--- src/rtl/pipeline_pkg.sv ---
// Shared types for the execute stage: ALU operation encoding, memory-stage opcodes
// and the execute FSM state encoding.
package pipeline_pkg;

    typedef enum logic [3:0] {
        ALU_ADD   = 4'd0,
        ALU_SUB   = 4'd1,
        ALU_AND   = 4'd2,
        ALU_OR    = 4'd3,
        ALU_XOR   = 4'd4,
        ALU_SLL   = 4'd5,
        ALU_SRL   = 4'd6,
        ALU_SRA   = 4'd7,
        ALU_SLT   = 4'd8,
        ALU_SLTU  = 4'd9,
        ALU_PASSB = 4'd10,
        ALU_MUL   = 4'd11,
        ALU_DIVU  = 4'd12,
        ALU_REMU  = 4'd13
    } alu_op_e;

    localparam logic [6:0] OP_NONE  = 7'd0;
    localparam logic [6:0] OP_LOAD  = 7'd1;
    localparam logic [6:0] OP_STORE = 7'd2;
    localparam logic [6:0] OP_REG   = 7'd3;

    typedef enum logic [1:0] {
        ST_IDLE     = 2'd0,
        ST_MUL_BUSY = 2'd1,
        ST_DIV_BUSY = 2'd2,
        ST_HOLD     = 2'd3
    } exec_state_e;

endpackage

--- src/rtl/execute_muldiv.sv ---
// Iterative shift-add multiplier / restoring unsigned divider, one bit per clock.
// Only built when EXECUTE_MULDIV_EN is defined.
`ifdef EXECUTE_MULDIV_EN
module execute_muldiv
    import pipeline_pkg::*;
#(
    parameter int DATA_WIDTH = 64
) (
    input  logic                  clk,
    input  logic                  reset,
    input  logic                  start,
    input  alu_op_e               op,
    input  logic [DATA_WIDTH-1:0] a,
    input  logic [DATA_WIDTH-1:0] b,
    output logic                  done,
    output logic [DATA_WIDTH-1:0] result
);
    localparam int CW = $clog2(DATA_WIDTH);
    localparam logic [CW-1:0] LAST = CW'(DATA_WIDTH - 1);

    // MUL: acc = partial product, x = shifted multiplicand, y = shifted multiplier.
    // DIV: acc = partial remainder, x = dividend shifting out / quotient shifting in, y = divisor.
    logic                  active;
    logic [CW-1:0]         count;
    alu_op_e               op_q;
    logic [DATA_WIDTH-1:0] acc, x, y;
    logic [DATA_WIDTH-1:0] acc_n, x_n;
    logic [DATA_WIDTH:0]   shifted;

    always_comb begin
        shifted = {acc, x[DATA_WIDTH-1]};
        acc_n   = acc;
        x_n     = x;
        if (op_q == ALU_MUL) begin
            acc_n = acc + (y[0] ? x : '0);
            x_n   = x << 1;
        end else if (shifted >= {1'b0, y}) begin
            acc_n = shifted[DATA_WIDTH-1:0] - y;
            x_n   = {x[DATA_WIDTH-2:0], 1'b1};
        end else begin
            acc_n = shifted[DATA_WIDTH-1:0];
            x_n   = {x[DATA_WIDTH-2:0], 1'b0};
        end
    end

    // The final step's value is presented combinationally so the caller can capture it on the same edge.
    assign done   = active && (count == LAST);
    assign result = (op_q == ALU_DIVU) ? x_n : acc_n;

    always_ff @(posedge clk or negedge reset) begin
        if (!reset) begin
            active <= 1'b0;
            count  <= '0;
            op_q   <= ALU_MUL;
            acc    <= '0;
            x      <= '0;
            y      <= '0;
        end else if (start) begin
            active <= 1'b1;
            count  <= '0;
            op_q   <= op;
            acc    <= '0;
            x      <= a;
            y      <= b;
        end else if (active) begin
            acc   <= acc_n;
            x     <= x_n;
            count <= count + CW'(1);
            if (op_q == ALU_MUL) y <= y >> 1;
            if (done) active <= 1'b0;
        end
    end

endmodule
`endif

--- src/rtl/pipeline_execute.sv ---
// Execute stage: ALU / address generation into a mem_ready-gated output register.
// Iterative MUL/DIVU/REMU are built only when EXECUTE_MULDIV_EN is defined.
module pipeline_execute
    import pipeline_pkg::*;
#(
    parameter int DATA_WIDTH   = 64,
    parameter int ALU_OP_WIDTH = 4
) (
    input  logic                    clk,
    input  logic                    reset,
    input  logic                    in_valid,
    output logic                    in_ready,
    input  logic [ALU_OP_WIDTH-1:0] alu_op,
    input  logic [DATA_WIDTH-1:0]   r1_val,
    input  logic [DATA_WIDTH-1:0]   r2_val,
    input  logic [DATA_WIDTH-1:0]   imm,
    input  logic                    use_imm,
    input  logic [4:0]              dst_reg,
    input  logic [6:0]              mem_opcode,
    input  logic [3:0]              mem_size,
    input  logic                    ecall,
    input  logic                    mem_ready,
    output logic [DATA_WIDTH-1:0]   ex_res,
    output logic [DATA_WIDTH-1:0]   ex_r2_val,
    output logic [4:0]              ex_dst_reg,
    output logic [6:0]              ex_opcode,
    output logic [3:0]              ex_mem_size,
    output logic                    ex_ecall,
    output logic                    busy,
    output logic [1:0]              state_dbg
);
    localparam int SHW = $clog2(DATA_WIDTH);

    // Handshake: an instruction transfers in on a clock edge where in_valid && in_ready.
    // Downstream, ex_opcode != 0 marks a valid slot; the output register only changes when mem_ready is high.
    exec_state_e           state;
    logic [DATA_WIDTH-1:0] op_b, alu_res;
    logic                  accept;

    function automatic logic [DATA_WIDTH-1:0] alu_eval(
        input logic [ALU_OP_WIDTH-1:0] op,
        input logic [DATA_WIDTH-1:0]   a,
        input logic [DATA_WIDTH-1:0]   b
    );
        logic [SHW-1:0] sh;
        sh = b[SHW-1:0];
        case (op)
            ALU_ADD:   alu_eval = a + b;
            ALU_SUB:   alu_eval = a - b;
            ALU_AND:   alu_eval = a & b;
            ALU_OR:    alu_eval = a | b;
            ALU_XOR:   alu_eval = a ^ b;
            ALU_SLL:   alu_eval = a << sh;
            ALU_SRL:   alu_eval = a >> sh;
            ALU_SRA:   alu_eval = $signed(a) >>> sh;
            ALU_SLT:   alu_eval = DATA_WIDTH'($signed(a) < $signed(b));
            ALU_SLTU:  alu_eval = DATA_WIDTH'(a < b);
            ALU_PASSB: alu_eval = b;
            default:   alu_eval = '0;
        endcase
    endfunction

    assign op_b      = use_imm ? imm : r2_val;
    assign alu_res   = alu_eval(alu_op, r1_val, op_b);
    assign in_ready  = reset && (state == ST_IDLE) && mem_ready;
    assign accept    = in_valid && in_ready;
    assign state_dbg = state;

`ifdef EXECUTE_MULDIV_EN
    logic                  is_md, md_done;
    logic [DATA_WIDTH-1:0] md_result, hold_res, lat_r2;
    logic [4:0]            lat_dst;
    logic [6:0]            lat_opcode;
    logic [3:0]            lat_size;
    logic                  lat_ecall;

    assign is_md = (alu_op == ALU_MUL) || (alu_op == ALU_DIVU) || (alu_op == ALU_REMU);
    assign busy  = (state != ST_IDLE);

    execute_muldiv #(.DATA_WIDTH(DATA_WIDTH)) u_muldiv (
        .clk    (clk),
        .reset  (reset),
        .start  (accept && is_md),
        .op     (alu_op_e'(alu_op)),
        .a      (r1_val),
        .b      (op_b),
        .done   (md_done),
        .result (md_result)
    );
`else
    assign busy = 1'b0;
`endif

    always_ff @(posedge clk or negedge reset) begin
        if (!reset) begin
            state       <= ST_IDLE;
            ex_res      <= '0;
            ex_r2_val   <= '0;
            ex_dst_reg  <= '0;
            ex_opcode   <= OP_NONE;
            ex_mem_size <= '0;
            ex_ecall    <= 1'b0;
`ifdef EXECUTE_MULDIV_EN
            hold_res    <= '0;
            lat_r2      <= '0;
            lat_dst     <= '0;
            lat_opcode  <= OP_NONE;
            lat_size    <= '0;
            lat_ecall   <= 1'b0;
`endif
        end else begin
            case (state)
                ST_IDLE: begin
                    if (accept) begin
`ifdef EXECUTE_MULDIV_EN
                        if (is_md) begin
                            state      <= (alu_op == ALU_MUL) ? ST_MUL_BUSY : ST_DIV_BUSY;
                            lat_r2     <= r2_val;
                            lat_dst    <= dst_reg;
                            lat_opcode <= mem_opcode;
                            lat_size   <= mem_size;
                            lat_ecall  <= ecall;
                            ex_opcode  <= OP_NONE;
                        end else
`endif
                        begin
                            ex_res      <= alu_res;
                            ex_r2_val   <= r2_val;
                            ex_dst_reg  <= dst_reg;
                            ex_opcode   <= mem_opcode;
                            ex_mem_size <= mem_size;
                            ex_ecall    <= ecall;
                        end
                    end else if (mem_ready) begin
                        ex_opcode <= OP_NONE;
                    end
                end
`ifdef EXECUTE_MULDIV_EN
                ST_MUL_BUSY, ST_DIV_BUSY: begin
                    // Iteration never stalls; only the final hand-off waits on mem_ready.
                    if (md_done) begin
                        if (mem_ready) begin
                            ex_res      <= md_result;
                            ex_r2_val   <= lat_r2;
                            ex_dst_reg  <= lat_dst;
                            ex_opcode   <= lat_opcode;
                            ex_mem_size <= lat_size;
                            ex_ecall    <= lat_ecall;
                            state       <= ST_IDLE;
                        end else begin
                            hold_res <= md_result;
                            state    <= ST_HOLD;
                        end
                    end else if (mem_ready) begin
                        ex_opcode <= OP_NONE;
                    end
                end
                ST_HOLD: begin
                    if (mem_ready) begin
                        ex_res      <= hold_res;
                        ex_r2_val   <= lat_r2;
                        ex_dst_reg  <= lat_dst;
                        ex_opcode   <= lat_opcode;
                        ex_mem_size <= lat_size;
                        ex_ecall    <= lat_ecall;
                        state       <= ST_IDLE;
                    end
                end
`endif
                default: state <= ST_IDLE;
            endcase
        end
    end

endmodule
--- config.mk ---
export PLATFORM = sky130hd
export DESIGN_NAME = pipeline_execute
export DESIGN_NICKNAME = d
export VERILOG_FILES = /design/src/rtl/pipeline_pkg.sv /design/src/rtl/execute_muldiv.sv /design/src/rtl/pipeline_execute.sv
export SDC_FILE = /design/constraint.sdc
export NUM_CORES = 1
export LEC_CHECK = 0
export ABC_CLOCK_PERIOD_IN_PS = 1900
export BUFFER_PORTS_ARGS = -buffer_cell sky130_fd_sc_hd__buf_2
export CAP_MARGIN = 25
export CORE_MARGIN = 2
export CORE_UTILIZATION = 48
export DETAILED_ROUTE_END_ITERATION = 12
export PLACE_DENSITY = 0.66
export SLEW_MARGIN = 0
export SYNTH_ARGS = -nofsm -noshare
export SYNTH_HDL_FRONTEND = slang
export SYNTH_HIERARCHICAL = 1
export SYNTH_SLANG_ARGS = --single-unit
--- constraint.sdc ---
create_clock -name clk -period 1.9 [get_ports clk]
set_clock_uncertainty 0.05 [all_clocks]
set_input_delay 0.285 -clock clk [delete_from_list [all_inputs] [get_ports clk]]
set_output_delay 0.285 -clock clk [all_outputs]
set_load 0.05 [all_outputs]
==> flow_metrics.env, run 1 <==
export IMPL_flow_stopped_at="global routing"
export IMPL_ys_warn_count=6
export IMPL_synth_cell_types=104
export IMPL_synth_compound_area_frac=0.306
export IMPL_cts_htree_levels=4
export IMPL_ios=367
export IMPL_error="[ERROR GRT-0232] Routing congestion too high. Check the congestion heatmap in the GUI."
export IMPL_place_congestion=1.20
export IMPL_ys_seq_elements=145
export IMPL_antenna_found_initial=35
export IMPL_syn_cell_area_um2=27100
export IMPL_worst_endpoint="ex_res[32]$_DFFE_PN0P_/D"
export IMPL_port_buffers=363
export IMPL_grt_overflow=45
export IMPL_fp_dieH_um=241
export IMPL_die_w_um=241
export IMPL_cts_buffers=17
export IMPL_yosys_area_share_simple=0.193
export IMPL_syn_avg_cell_area_um2=7.39
export IMPL_grt_max_degree=116
export IMPL_dominantRegCellSynth="dfrtp_1"
export IMPL_synthMuxAreaShare=0.183
export IMPL_outcome="did not finish"
export IMPL_async_reset_ff_frac=1.00
export IMPL_seq_area_frac_synth=0.134
export IMPL_synth_fa_ha_area_frac=0.0931
export IMPL_synthXorXnorAreaFrac=0.0104
export IMPL_hpwl_um=140000
export IMPL_clockBufferDepth=2
export IMPL_post_place_cells=5934
export IMPL_synth_cells=3660
export IMPL_fp_row_count=87
export IMPL_cts_sinks=145
export IMPL_synth_top_family_by_area="compound AO/OA/AOI/OAI gates"
export IMPL_endpoint_type="sequential cell input"
export IMPL_cts_root_buf="clkbuf_16"
export IMPL_synth_edf_count=0
export IMPL_grt_usage=0.769
export IMPL_initial_core_util=0.483
[metrics by stage]
step	hold WS (ns)	worst slack, ns	instance area [um2]
after global placement	0.214	-3.06	39900
after CTS	0.000656	-1.74	43500
after floorplan	-0.0606	-2.54	27600
after detailed placement	0.214	-3.13	39900
[cell usage after synthesis (12+ instances only)]
| cell type | n | area [um2] |
|---|---|---|
| or3_1 | 18 | 113 |
| or4_1 | 17 | 128 |
| nor4_1 | 32 | 200 |
| inv_1 | 206 | 773 |
| o211ai_1 | 50 | 375 |
| nor2_1 | 246 | 923 |
| clkbuf_1 | 167 | 627 |
| o21bai_1 | 37 | 278 |
| and2_1 | 21 | 131 |
| nand2b_1 | 18 | 113 |
| a221oi_1 | 52 | 455 |
| buf_2 | 32 | 160 |
| mux2_2 | 51 | 574 |
| clkbuf_8 | 14 | 193 |
| a211o_1 | 15 | 131 |
| a32oi_1 | 12 | 105 |
| a221o_1 | 31 | 310 |
| buf_4 | 17 | 128 |
| a21oi_1 | 301 | 1510 |
| a31oi_1 | 60 | 375 |
| o221ai_1 | 32 | 280 |
| nor3_1 | 67 | 335 |
| a2111oi_0 | 14 | 123 |
| o31ai_1 | 47 | 353 |
| mux4_2 | 87 | 1960 |
| nand4_1 | 28 | 175 |
| a211oi_1 | 54 | 405 |
| xnor2_1 | 27 | 236 |
| and3_1 | 22 | 138 |
| o2111ai_1 | 15 | 131 |
| o21ai_0 | 212 | 1060 |
| dfrtp_1 | 145 | 3630 |
| o22ai_1 | 60 | 375 |
| mux2i_1 | 231 | 2310 |
| buf_1 | 37 | 139 |
| ha_1 | 198 | 2480 |
| nand2_1 | 608 | 2280 |
| o21a_1 | 22 | 165 |
| buf_6 | 12 | 135 |
| a21o_1 | 40 | 300 |
| a22oi_1 | 38 | 285 |
| nand3_1 | 75 | 375 |
[timing repair]
| item | in CTS |
|---|---|
| endpoints found under the hold margin | 50 |
| resized for setup | 374 |
| pin swaps | 99 |
| hold buffers | 51 |
| buffers inserted | 66 |
| setup endpoints to repair | 65 |
| gates cloned | 7 |
[kinds of logic after synthesis]
kind of cell / Yosys count
AOI/OAI and AO/OA: 1225
and+or+nand+nor: 1192
buffers and inverters: 492
muxes: 373
adders and majority gates: 200
DFF: 145
xor gates and xnor gates: 32
other: 1
[metal layers]
| layer | GRT usage | GRT overflow |
|---|---|---|
| met4 | 0.646 | 8 |
| met2 | 0.902 | 26 |
| met3 | 0.652 | 6 |
| met1 | 0.805 | 4 |
| met5 | 0.488 | 1 |
==> run 2: changes to the inputs <==
--- a/config.mk
+++ b/config.mk
@@ -9,9 +9,9 @@
 export BUFFER_PORTS_ARGS = -buffer_cell sky130_fd_sc_hd__buf_2
 export CAP_MARGIN = 25
 export CORE_MARGIN = 2
-export CORE_UTILIZATION = 48
+export CORE_UTILIZATION = 33
 export DETAILED_ROUTE_END_ITERATION = 12
-export PLACE_DENSITY = 0.66
+export PLACE_DENSITY_LB_ADDON = 0.15
 export SLEW_MARGIN = 0
 export SYNTH_ARGS = -nofsm -noshare
 export SYNTH_HDL_FRONTEND = slang
==> run 2 against run 1 <==
  * The flow now finishes, with violations (negative setup slack)
  * Synthesized cell count stayed put
  * Synthesized area stayed put
==> flow_metrics.env, run 2 <==
export IMPL_synth_cells=3660
export IMPL_cts_buffers=17
export IMPL_fin_nets=5932
export IMPL_die_area_um2=84300
export IMPL_cts_root_buf="clkbuf_16"
export IMPL_totalWireLength_um=206000
export IMPL_clkTransAtPathRegs_ns=0.09
export IMPL_postLayoutCoreUtil=0.591
export IMPL_drc=0
export IMPL_ant_nets=0
export IMPL_critPathMostFrequentCell="buf_6"
export IMPL_path_buf_inv=18
export IMPL_drv_slew=0
export IMPL_rrSetupSlack_ns=-0.52
export IMPL_fp_dieH_um=290
export IMPL_antenna_found_initial=14
export IMPL_core_area_um2=80800
export IMPL_maxCapViolCount=0
export IMPL_seq_area_frac_synth=0.134
export IMPL_drt_initial_drc_count=5193
export IMPL_largestRegisters="ex_r2_val: 64 flops, ex_res: 64 flops, ex_opcode: 7 flops"
export IMPL_grt_overflow=0
export IMPL_arrival_ns=4.14
export IMPL_finalSetupViolCount=64
export IMPL_cp_end_kind="register"
export IMPL_worst_path_stages=27
export IMPL_die_w_um=290
export IMPL_synth_common_cells="nand2_1 (608), a21oi_1 (301), nor2_1 (246)"
export IMPL_max_stage_delay_ns=0.40
export IMPL_multi_input_area_um2=24800
export IMPL_hp_class="input pin to asynchronous set/reset pin"
export IMPL_outcome="complete, but fails checks"
export IMPL_worstMarginPinSlew_ns=0.915
export IMPL_hold_slack_ns=0.0136
export IMPL_cts_sinks=145
export IMPL_relSlewSlack=0.390
export IMPL_synth_most_common_cell="nand2_1"
export IMPL_cts_htree_levels=4
export IMPL_postPlaceCellArea_um2=41400
export IMPL_timing_final_crit_share=1.99
export IMPL_cp_top_family="buffers and inverters"
export IMPL_stdcell_area_um2=47700
export IMPL_port_buffers=363
export IMPL_violations="negative setup slack"
export IMPL_place_congestion=1.09
export IMPL_path_max_fanout=7
export IMPL_grt_pass1_wl_um=284000
export IMPL_synth_cell_types=104
export IMPL_via_count=40300
export IMPL_ys_seq_elements=145
export IMPL_hold_violations=0
export IMPL_drtPass1Iterations=8
export IMPL_ios=367
export IMPL_syn_cell_area_um2=27100
export IMPL_critPathLaunchType="input pin"
export IMPL_hpwl_um=165000
export IMPL_viasPerCell=6.11
export IMPL_critPathKind="input pin to register"
export IMPL_dp_slack_ns=-2.66
export IMPL_dominantRegCellSynth="dfrtp_1"
export IMPL_syn_avg_cell_area_um2=7.39
export IMPL_yosysTopAreaCellShare=0.134
export IMPL_synth_top_area_cell="dfrtp_1"
export IMPL_grt_pass1_vias=38900
export IMPL_grt_usage=0.467
export IMPL_initial_core_util=0.335
export IMPL_fmax_ghz=0.265
export IMPL_required_ns=2.26
export IMPL_synth_edf_count=0
export IMPL_rsz0062_at_grt="true"
export IMPL_clock_latency_ns=0.51
export IMPL_n_fill_cell=7504
export IMPL_area_growth_pct=76.4
export IMPL_final_common_cell="buf_4"
export IMPL_reg2reg_depth=11
export IMPL_fp_row_count=104
export IMPL_post_drt_wl_per_cell_um=31.2
export IMPL_async_reset_ff_frac=1.00
export IMPL_final_cell_mix="buf_4 (1516), nand2_1 (583), buf_2 (360)"
export IMPL_layout_drive_gt1_share=0.495
export IMPL_worst_slack_ns=-1.88
export IMPL_yosys_top_cells_area="dfrtp_1 (13%), ha_1 (9.2%), mux2i_1 (8.5%)"
export IMPL_slowest_stage="a221o_2"
export IMPL_clockBufferDepth=2
export IMPL_peakVddDrop_mv=0.719
export IMPL_grt_max_degree=88
export IMPL_period_needed_ns=3.78
export IMPL_power_density_nw_per_um2=583
export IMPL_cts_tree="built"
export IMPL_ff_latch_area_um2=3630
export IMPL_power_leakage_nw=22.8
export IMPL_ys_warn_count=6
-- run 2: worst paths after layout --
path	start	endpoint
worst max-delay path	use_imm	ex_res[24]
worst min-delay path	reset	ex_opcode[3]
worst max register to register	ex_res[56]	ex_res[56]
worst min register to register	ex_mem_size[0]	ex_mem_size[0]
max in group asynchronous	reset	ex_res[32]
min in group clk	r2_val[25]	ex_r2_val[25]
-- run 2: final cells by class --
class / count / area share
inverter: 213 / 0.0176
multi-input combinational: 3025 / 0.519
timing repair buffer: 2112 / 0.348
tap: 1060 / 0.0278
sequential: 145 / 0.0760
clock inverter: 14 / 0.00304
antenna: 2 / 0.000105
clock buffer: 18 / 0.00920
-- run 2: metrics by stage --
stage	total power, mW	cells	TNS (ns)
floorplan	11.9	3662	-121.81
global placement	20.9	6356	-170.60
detailed placement	20.8	6356	-172.49
CTS	26.4	6541	-91.33
global route	28.6	6587	-104.04
finish	27.8	6589	-100.40
-- run 2: logic make-up (layout without fill, tap and decap cells) --
kind of cell | Yosys count | in the layout | share of synthesized area
AOI/OAI and AO/OA | 1225 | 1225 | 0.306
adders and majority gates | 200 | 200 | 0.0931
other | 1 | 5 | 0.000139
DFF | 145 | 145 | 0.134
and+or+nand+nor | 1192 | 1192 | 0.193
muxes | 373 | 373 | 0.183
xor gates and xnor gates | 32 | 32 | 0.0104
buffers and inverters | 492 | 2357 | 0.0808
-- run 2: repair_timing --
item                                    4_1_cts  5_1_grt
setup buffers                               101       65
hold buffers                                 65        0
gates resized for setup                     553      239
pin swaps                                   187      191
endpoints found under the setup margin       65       64
hold endpoints to repair                     77        0
cloned                                        7        2
-- run 2: routing by layer --
metal / wire [um] / track usage / vias up
met3: 26200 / 0.151 / 581
met4: 12900 / 0.245 / 12
met1: 83400 / 0.624 / 19600
li1: - / - / 17400
met2: 83000 / 0.665 / 2678
met5: 76 / 0 / -
-- run 2: worst register-to-register path, stage by stage, from the launching register on --
cell	delay (ns)
dfrtp_1	0.41
nand2_1	0.09
o21ai_0	0.09
a221oi_1	0.22
o21ai_0	0.21
a221oi_1	0.29
buf_4	0.18
o21a_1	0.10
o21ai_0	0.09
buf_4	0.17
nor3_1	0.27
a211oi_2	0.12
-- run 2: report_power, final --
group,internal (mW),switching [mW],total [mW]
Combinational,8.56,11.6,20.2
Sequential,3.51,0.406,3.92
Clock,1.88,1.87,3.75
Total,14.0,13.9,27.8
Power figures use the tool's default switching activity.
